[src/rtl/serial_adder_pkg.sv]
// serial_adder_pkg: shared FSM state type and counter sizing for serial_adder
package serial_adder_pkg;
    typedef enum logic {IDLE, RUN} state_t;
    function automatic int cnt_w(input int n);
        return (n > 1) ? $clog2(n) : 1;
    endfunction
endpackage

[src/rtl/fa_cell.sv]
// fa_cell: combinational one-bit full adder
module fa_cell (
    input  logic a_i,
    input  logic b_i,
    input  logic ci_i,
    output logic sum_o,
    output logic co_o
);
    assign sum_o = a_i ^ b_i ^ ci_i;
    assign co_o  = (a_i & b_i) | (ci_i & (a_i ^ b_i));
endmodule

[src/rtl/serial_adder.sv]
// serial_adder: multi-cycle add/subtract processing DIGIT bits per clock with start/busy/done handshake
module serial_adder
    import serial_adder_pkg::*;
#(
    parameter int WIDTH = 8,
    parameter int DIGIT = 1
) (
    input  logic             clk_i,
    input  logic             rst_i,
    input  logic             start_i,
    input  logic             sub_i,
    input  logic [WIDTH-1:0] a_i,
    input  logic [WIDTH-1:0] b_i,
    input  logic             ci_i,
    output logic             busy_o,
    output logic             done_o,
    output logic [WIDTH-1:0] sum_o,
    output logic             co_o,
    output logic             ovf_o
);
    localparam int N  = WIDTH / DIGIT;
    localparam int CW = cnt_w(N);
    if (WIDTH < 1 || DIGIT < 1 || WIDTH % DIGIT != 0) begin : g_bad_params
        $error("serial_adder: DIGIT must be >= 1 and divide WIDTH");
    end
    state_t           state, state_n;
    logic [WIDTH-1:0] a_r, b_r, acc, full;
    logic [CW-1:0]    cnt;
    logic             c_r, last;
    logic [DIGIT:0]   c;
    logic [DIGIT-1:0] ps;
    assign c[0] = c_r;
    for (genvar i = 0; i < DIGIT; i++) begin : g_fa
        fa_cell u_fa (
            .a_i  (a_r[i]),
            .b_i  (b_r[i]),
            .ci_i (c[i]),
            .sum_o(ps[i]),
            .co_o (c[i+1])
        );
    end
    // partial sums enter from the MSB side so the result is aligned after N digits
    assign full = (acc >> DIGIT) | (WIDTH'(ps) << (WIDTH - DIGIT));
    always_ff @(posedge clk_i) begin
        if (rst_i) state <= IDLE;
        else       state <= state_n;
    end
    always_comb begin
        state_n = (state == IDLE) ? (start_i ? RUN : IDLE) : (last ? IDLE : RUN);
    end
    always_comb begin
        busy_o = (state == RUN);
        last   = busy_o && (cnt == CW'(N - 1));
    end
    always_ff @(posedge clk_i) begin
        if (rst_i) begin
            a_r    <= '0;
            b_r    <= '0;
            acc    <= '0;
            c_r    <= 1'b0;
            cnt    <= '0;
            sum_o  <= '0;
            co_o   <= 1'b0;
            ovf_o  <= 1'b0;
            done_o <= 1'b0;
        end else begin
            done_o <= 1'b0;
            if (state == IDLE && start_i) begin
                a_r <= a_i;
                b_r <= b_i ^ {WIDTH{sub_i}};
                c_r <= ci_i ^ sub_i;
                cnt <= '0;
            end else if (state == RUN) begin
                a_r <= a_r >> DIGIT;
                b_r <= b_r >> DIGIT;
                c_r <= c[DIGIT];
                acc <= full;
                cnt <= cnt + 1'b1;
                if (last) begin
                    sum_o  <= full;
                    co_o   <= c[DIGIT];
                    ovf_o  <= c[DIGIT] ^ c[DIGIT-1];
                    done_o <= 1'b1;
                end
            end
        end
    end
endmodule

[config.mk]
export PLATFORM = sky130hd
export DESIGN_NAME = serial_adder
export DESIGN_NICKNAME = d
export VERILOG_FILES = /design/src/rtl/serial_adder_pkg.sv /design/src/rtl/fa_cell.sv /design/src/rtl/serial_adder.sv
export SDC_FILE = /design/constraint.sdc
export NUM_CORES = 1
export LEC_CHECK = 0
export ABC_AREA = 1
export BUFFER_PORTS_ARGS = -buffer_cell sky130_fd_sc_hd__buf_2
export CAP_MARGIN = 15
export CORE_MARGIN = 2
export CORE_UTILIZATION = 54
export DETAILED_ROUTE_END_ITERATION = 12
export GPL_TIMING_DRIVEN = 0
export PLACE_DENSITY = 0.78
export REMOVE_ABC_BUFFERS = 1
export SYNTH_ARGS = -nofsm -noshare
export SYNTH_HDL_FRONTEND = slang
export SYNTH_SLANG_ARGS = --single-unit
[constraint.sdc]
create_clock -name clk_i -period 1.37 [get_ports clk_i]
set_input_delay 0.0685 -clock clk_i [delete_from_list [all_inputs] [get_ports clk_i]]
set_output_delay 0.0685 -clock clk_i [all_outputs]
set_load 0.02 [all_outputs]
==> impl_results.md, run 1 <==
- Global routing usage on met1: 21.2%
- Core area: 3080 µm²
- Warnings, synthesis: 0
- Total Die Area: 3740 µm²
- Post CTS Setup Buffer Count: 0
- Largest fanout on the critical path: 7
- Post-route non-filler standard cell count: 318
- Clock Pin Slew Worst Setup and Hold Paths: 0.12 ns
- Clock Skews: 0.0175 ns
- Worst hold-check path type: input port to register
- Cell Rows: 20
- Gpl congestion: 0.750
- Largest cells by area after synthesis: sky130_fd_sc_hd__dfxtp_1 44%, sky130_fd_sc_hd__nand2_1 18%, sky130_fd_sc_hd__nand3_1 7.4%, sky130_fd_sc_hd__a21oi_1 6.8%, sky130_fd_sc_hd__inv_1 6.2%
- Final setup violation count: 0
- Startpoint of the worst setup timing path: cnt[0]
- Longest Clk Path Bufs: 2
- Worst R2R Start: cnt[0]
- Worst R2R End: co_o
- Flop-to-flop setup slack: 0.11 ns
- Area share of the largest cell type after synthesis: 44.3%
- Overall global routing resource usage: 18.7%
- Post-route total power: 2.23 mW
- CP Capture Type: register
- Vias in the first global route: 1292
- Clock Latency Late Sink: 0.35 ns
- Number of placed I/O pins: 33
- Global-route layer with the greatest usage: met2
- Layout cell share with drive strength beyond 1: 17.5%
- Relative slew slack: 77.2%
- Via count: 1503
- Standard cell area after detailed placement: 1900 µm²
- Count of different cell masters after synthesis: 18
- Detailed Place HPWL: 2150 µm
- Netlist area before placement: 1760 µm²
- Total congestion overflow after global routing: 0
- Final cell area excluding filler cells: 2000 µm²
- Diode insertion count for antenna repair: 0
- Top post-synthesis cells by count: 84 x sky130_fd_sc_hd__nand2_1, 39 x sky130_fd_sc_hd__dfxtp_1, 29 x sky130_fd_sc_hd__inv_1
- Final critical-path share of the clock period: 92.1%
- Max Fclk: 792 MHz
- Unrepaired setup endpoints after global routing: no
- Worst setup timing slack at the placement stage: -0.407 ns
- GR met2 Demand/Resource: 32.4%
- Leak: 1.08 nW
- Setup TNS after final layout: 0 ns
- Final wirelength: 3060 µm
- First-pass GRT wire length: 5180 µm
- Count of routing violations after the opening detailed-route iteration: 50
- Average cell area after synthesis: 7.23 µm²
- Cell count after synthesis: 244
- Category of the worst setup path launch point: register
- Placed Cells incl. Taps: 309
- Detail-routed net length per standard cell: 9.64 µm
- Pwr/cell area: 1120 nW/µm²
- Number of remaining DRC errors: 0
- Setup CP Type: register to register
- Port bufs: 32
- Main flop type after synthesis: sky130_fd_sc_hd__dfxtp_1
- Starting density of the core: 57.3%
- Hold Crit Start: b_i[7]
- Count of cells along the worst register-to-register path: 6
- Slew of the pin with the lowest slew margin: 0.342 ns
- Count of flip-flops with a built-in enable after synthesis: 0
- CTS H-Tree Depth: 2
- Worst voltage drop across the vdd grid: 0.000657 V
- Vertical extent of the die: 61.2 µm
- Detail-routed via count per cell: 4.73
- Total of flip-flops plus latches after synthesis: 39
- Library cell with the highest instance count after synthesis: sky130_fd_sc_hd__nand2_1
- Final critical path time including I/O delays and setup: 1.26 ns
- Dominant cell type by area after synthesis: sky130_fd_sc_hd__dfxtp_1
- Terminating pin of the worst hold path: b_r[7]
- Arrival time of the worst setup path: 1.51 ns
- Number of nets in the final layout: 297
- CTS tree: built
- Met3 Track Usage GR: 6.51%
- Length of the first detailed-routing pass in iterations: 4
- Fin worst setup slack: 0.108 ns
- DIE WIDTH: 61.2 µm
- Run status: finished clean
- Max-Cap Viols: 0
- Required time of the critical path: 1.62 ns
- Area grow syn2layout: 13.4%
- Initial antenna violation count: 0
- Cts bufs inserted: 5
- Maximum number of pins on one net before global-route repair: 28
- FFs w/ async S/R, synth: 0%
- Share of synthesized area occupied by flip-flops and latches: 44.3%
- Final Hold Fails: 0
- Post-detailed-route count of antenna-violating nets: 0
- Final Max Slew Viols: 0
- Worst hold path stage count: 4
- Sinks on Clock Net: 39
- Clock tree root driver cell: sky130_fd_sc_hd__clkbuf_4
[metal layers]
layer  vias up  part of all wire [%]  routed length (µm)
met5         -                     0                   0
met4         0                   1.3                  41
met3         5                   4.4                 135
met1       657                    48                1470
li1        817                     -                   -
met2        24                    46                1420
[cells by family after synthesis]
logic type | Yosys count | share of synthesized area [%]
xor+xnor | 2 | 0.993
flops | 39 | 44.3
fa+ha+maj | 3 | 2.55
compound gates | 36 | 10.2
buf+inv | 44 | 12.8
simple gates | 120 | 29.2
[worst max-delay path by stage]
stage	end	cells past startpoint
final	co_o	6
after global routing	co_o	6
after CTS	sum_o[4]	4
after detailed placement	co_o	6
after global placement	ovf_o	3
after floorplan	ovf_o	3
[power breakdown]
part / internal, mW / leakage (nW) / switching [mW] / total [mW]
Clock: 0.384 / 0.0452 / 0.378 / 0.762
Sequential: 1.18 / 0.319 / 0.0346 / 1.22
Combinational: 0.103 / 0.711 / 0.148 / 0.252
[repair_timing]
action                     4_1_cts  5_1_grt
setup endpoints to repair       21       12
hold buffers                     1        0
gates resized for setup          2        3
hold endpoints to repair         1        0
cloned                           0        0
[metrics by stage]
step	utilization [%]	hold WS [ns]
finish	65.0	0.0232
global route	65.0	0.0301
CTS	64.8	0.0148
detailed placement	61.8	0.324
global placement	60.9	0.319
floorplan	-	0.138
[area by class of cell]
cell class / instances / area, µm²
multi-input cells: 161 / 761
flip-flops and latches: 39 / 785
fillers: 312 / 1080
well taps: 44 / 55.1
clock inverters: 3 / 43.8
inverters: 32 / 121
clock buffers: 5 / 37.5
repair buffers: 34 / 198
[critical path: stages, from the launching register on]
cell	delay (ns)
sky130_fd_sc_hd__dfxtp_1	0.34
sky130_fd_sc_hd__ha_1	0.20
sky130_fd_sc_hd__ha_1	0.20
sky130_fd_sc_hd__nand3_1	0.18
sky130_fd_sc_hd__inv_2	0.11
sky130_fd_sc_hd__nand2_1	0.07
sky130_fd_sc_hd__nand2_1	0.05
[layout by cell type (no fill, tap or decap), drive strengths merged]
master,count
inv,30
clkbuf,5
ha,2
dfxtp,39
bufinv,1
o21ai,12
nand2,84
clkinv,4
buf,33
a21oi,24
xnor2,2
fa,1
nand3,26
dlygate4sd3,1
nor2,10
[flip-flops by register name, summed over array words and instances (netlist names)]
name / flops
ovf_o: 1
acc: 7
sum_o: 8
b_r: 8
a_r: 8
c_r: 1
cnt: 3
busy_o: 1
co_o: 1
done_o: 1
(Power assumes the default switching activity.)
==> inputs of run 2 (changes only) <==
--- a/config.mk
+++ b/config.mk
@@ -8,11 +8,14 @@
 export ABC_AREA = 1
 export BUFFER_PORTS_ARGS = -buffer_cell sky130_fd_sc_hd__buf_2
 export CAP_MARGIN = 15
+export CELL_PAD_IN_SITES_DETAIL_PLACEMENT = 0
+export CELL_PAD_IN_SITES_GLOBAL_PLACEMENT = 1
+export CORE_ASPECT_RATIO = 2
 export CORE_MARGIN = 2
-export CORE_UTILIZATION = 54
+export CORE_UTILIZATION = 39
 export DETAILED_ROUTE_END_ITERATION = 12
 export GPL_TIMING_DRIVEN = 0
-export PLACE_DENSITY = 0.78
+export PLACE_DENSITY_LB_ADDON = 0.1
 export REMOVE_ABC_BUFFERS = 1
 export SYNTH_ARGS = -nofsm -noshare
 export SYNTH_HDL_FRONTEND = slang
==> impl_results.md, run 2 (synthesized netlist as in run 1, its figures left out) <==
- Cts bufs inserted: 5 (unchanged)
- Required time of the critical path: 1.55 ns (-0.07 ns)
- Port bufs: 32 (unchanged)
- Core area: 4340 µm² (+41%)
- Layout cell share with drive strength beyond 1: 17.9% (+0.43 points)
- Placed Cells incl. Taps: 319 (+3.2%)
- CTS Hold Buffers Added: 0 (-1)
- Longest Clk Path Bufs: 2 (unchanged)
- Leading cell types in the layout, fill and taps excluded: 83 x sky130_fd_sc_hd__nand2_1, 38 x sky130_fd_sc_hd__dfxtp_1, 32 x sky130_fd_sc_hd__buf_2
- Metal1 wirelength: 1390 µm (-5.6%)
- Largest registers: a_r: 8 flops, b_r: 8 flops, sum_o: 8 flops
- CP Capture Type: register
- Area grow syn2layout: 15.9%
- Detailed Place HPWL: 2560 µm (+19%)
- Met2 WL post-DR: 1940 µm (+37%)
- Post-detailed-route count of antenna-violating nets: 0 (unchanged)
- Worst hold-check path type: input port to register
- Post CTS Setup Buffer Count: 0 (unchanged)
- Clock tree root driver cell: sky130_fd_sc_hd__clkbuf_8
- Detail-routed net length per standard cell: 10.8 µm (+12%)
- DIE WIDTH: 51.6 µm (-16%)
- Starting density of the core: 40.7% (-17 points)
- Vertical extent of the die: 99.1 µm (+62%)
- Uppermost metal layer occupied by signal nets: met4
- Unrepaired setup endpoints after global routing: no
- Slowest stage delay, CP: 0.48 ns (+0.14 ns)
- CP cell instances: fa_1 -> nand2_1 -> inv_1 -> a21oi_1 -> a21oi_1
- Max-Cap Viols: 0 (unchanged)
- Sinks on Clock Net: 39 (unchanged)
- Run status: finished clean
- Final wirelength: 3540 µm (+15%)
- Clock Latency Late Sink: 0.29 ns (-0.06 ns)
- Leak: 1.09 nW (+1.1%)
- Cell Rows: 34 (+70%)
- Crit path max-delay cell type: sky130_fd_sc_hd__fa_1
- Detail-routed via count per cell: 4.57 (-3.3%)
- Clock Skews: 0.00273 ns (-0.0148 ns)
- Number of nets in the final layout: 296 (-0.34%)
- Pwr/cell area: 1200 nW/µm² (+7.4%)
- Most frequent cell on the critical path: sky130_fd_sc_hd__a21oi_1
- Final critical-path share of the clock period: 90.1% (-2.1 points)
- First-pass GRT wire length: 6200 µm (+20%)
- Startpoint of the worst setup timing path: c_r
- Multi-input gate area: 766 µm² (+0.66%)
- Setup TNS after final layout: 0 ns (unchanged)
- Number of remaining DRC errors: 0 (unchanged)
- CTS tree: built
- Final setup violation count: 0 (unchanged)
- CTS H-Tree Depth: 2 (unchanged)
- Relative slew slack: 75.3% (-1.9 points)
- Post-route total power: 2.45 mW (+9.8%)
- Setup CP Type: register to register
- Total Die Area: 5110 µm² (+37%)
- Number of filler cells placed in the layout: 501 (+61%)
- Diode insertion count for antenna repair: 0 (unchanged)
- Final Hold Fails: 0 (unchanged)
- Maximum number of pins on one net before global-route repair: 28 (unchanged)
- Gpl congestion: 0.688 (-8.2%)
- Category of the worst setup path launch point: register
- Largest fanout on the critical path: 3 (-4)
- Overall global routing resource usage: 16.1% (-2.6 points)
- Worst voltage drop across the vdd grid: 0.000736 V (+12%)
- Final Max Slew Viols: 0 (unchanged)
- Slew of the pin with the lowest slew margin: 0.370 ns (+0.0282 ns)
- Most common library cell in the layout ignoring fill and taps: sky130_fd_sc_hd__nand2_1
- Arrival time of the worst setup path: 1.41 ns (-0.10 ns)
- Post-route non-filler standard cell count: 327 (+2.8%)
- DR WL met3: 135 µm (unchanged)
- Number of placed I/O pins: 33 (unchanged)
- Total congestion overflow after global routing: 0 (unchanged)
- Sequential cell area: 785 µm² (unchanged)
- Length of the first detailed-routing pass in iterations: 4 (unchanged)
- Final critical path time including I/O delays and setup: 1.23 ns (-0.0282 ns)
- Count of routing violations after the opening detailed-route iteration: 29 (-42%)
- Clock Pin Slew Worst Setup and Hold Paths: 0.07 ns (-0.05 ns)
- Vias in the first global route: 1427 (+10%)
- Max Fclk: 810 MHz (+2.3%)
- Via count: 1495 (-0.53%)
- Worst R2R Start: c_r
- Hold Crit Start: a_i[7]
- Initial antenna violation count: 0 (unchanged)
==> run 2: repair_timing <==
action | in CTS | in global routing
gates cloned | 0 | 0
gates resized for setup | 3 | 3
setup endpoints to repair | 31 | 10
==> run 2: area by class of cell <==
cell class              instances  share of cell area (%)
flip-flops and latches         39                    38.4
clock inverters                 2                    1.71
well taps                      54                    3.30
multi-input cells             161                    37.5
repair buffers                 33                    9.18
clock buffers                   6                    4.04
inverters                      32                    5.94
==> run 2: routing by layer <==
| layer | up-vias | global-route usage [%] |
|---|---|---|
| met2 | 27 | 30.2 |
| met3 | 6 | 3.90 |
| met5 | - | 0 |
| met1 | 650 | 15.6 |
| met4 | 0 | 7.29 |
| li1 | 812 | - |
==> run 2: worst max-delay path: cells and delay by family, from the launching register on <==
kind            cells  cell delay, ns
fa+ha+maj           1            0.48
flops               1            0.35
compound gates      2            0.18
simple gates        1            0.09
buf+inv             1            0.03
==> run 2: path summary, 6_finish.rpt <==
kind | slack (ns) | to | depth (start not counted)
setup / recovery | 0.14 | c_r | 5
hold / removal | 0.03 | a_r[7] | 3
setup reg to reg | 0.14 | c_r | 5
hold reg to reg | 0.45 | sum_o[0] | 2
==> run 2: power by group <==
group          internal [mW]  switching [mW]
sequential              1.18          0.0355
clock                  0.589           0.391
combinational          0.100           0.151
total                   1.87           0.577
==> run 2: stage by stage <==
| step | utilization (%) | worst slack (ns) | hold slack (ns) | area [µm²] |
|---|---|---|---|---|
| after floorplan | - | -0.516 | 0.138 | 1660 |
| after global placement | 43.5 | -0.960 | 0.319 | 1890 |
| after detailed placement | 44.1 | -0.521 | 0.332 | 1910 |
| after CTS | 46.9 | 0.0222 | 0.0219 | 2040 |
| after global routing | 47.1 | 0.0391 | 0.0448 | 2040 |
| final | 47.1 | 0.136 | 0.0284 | 2040 |
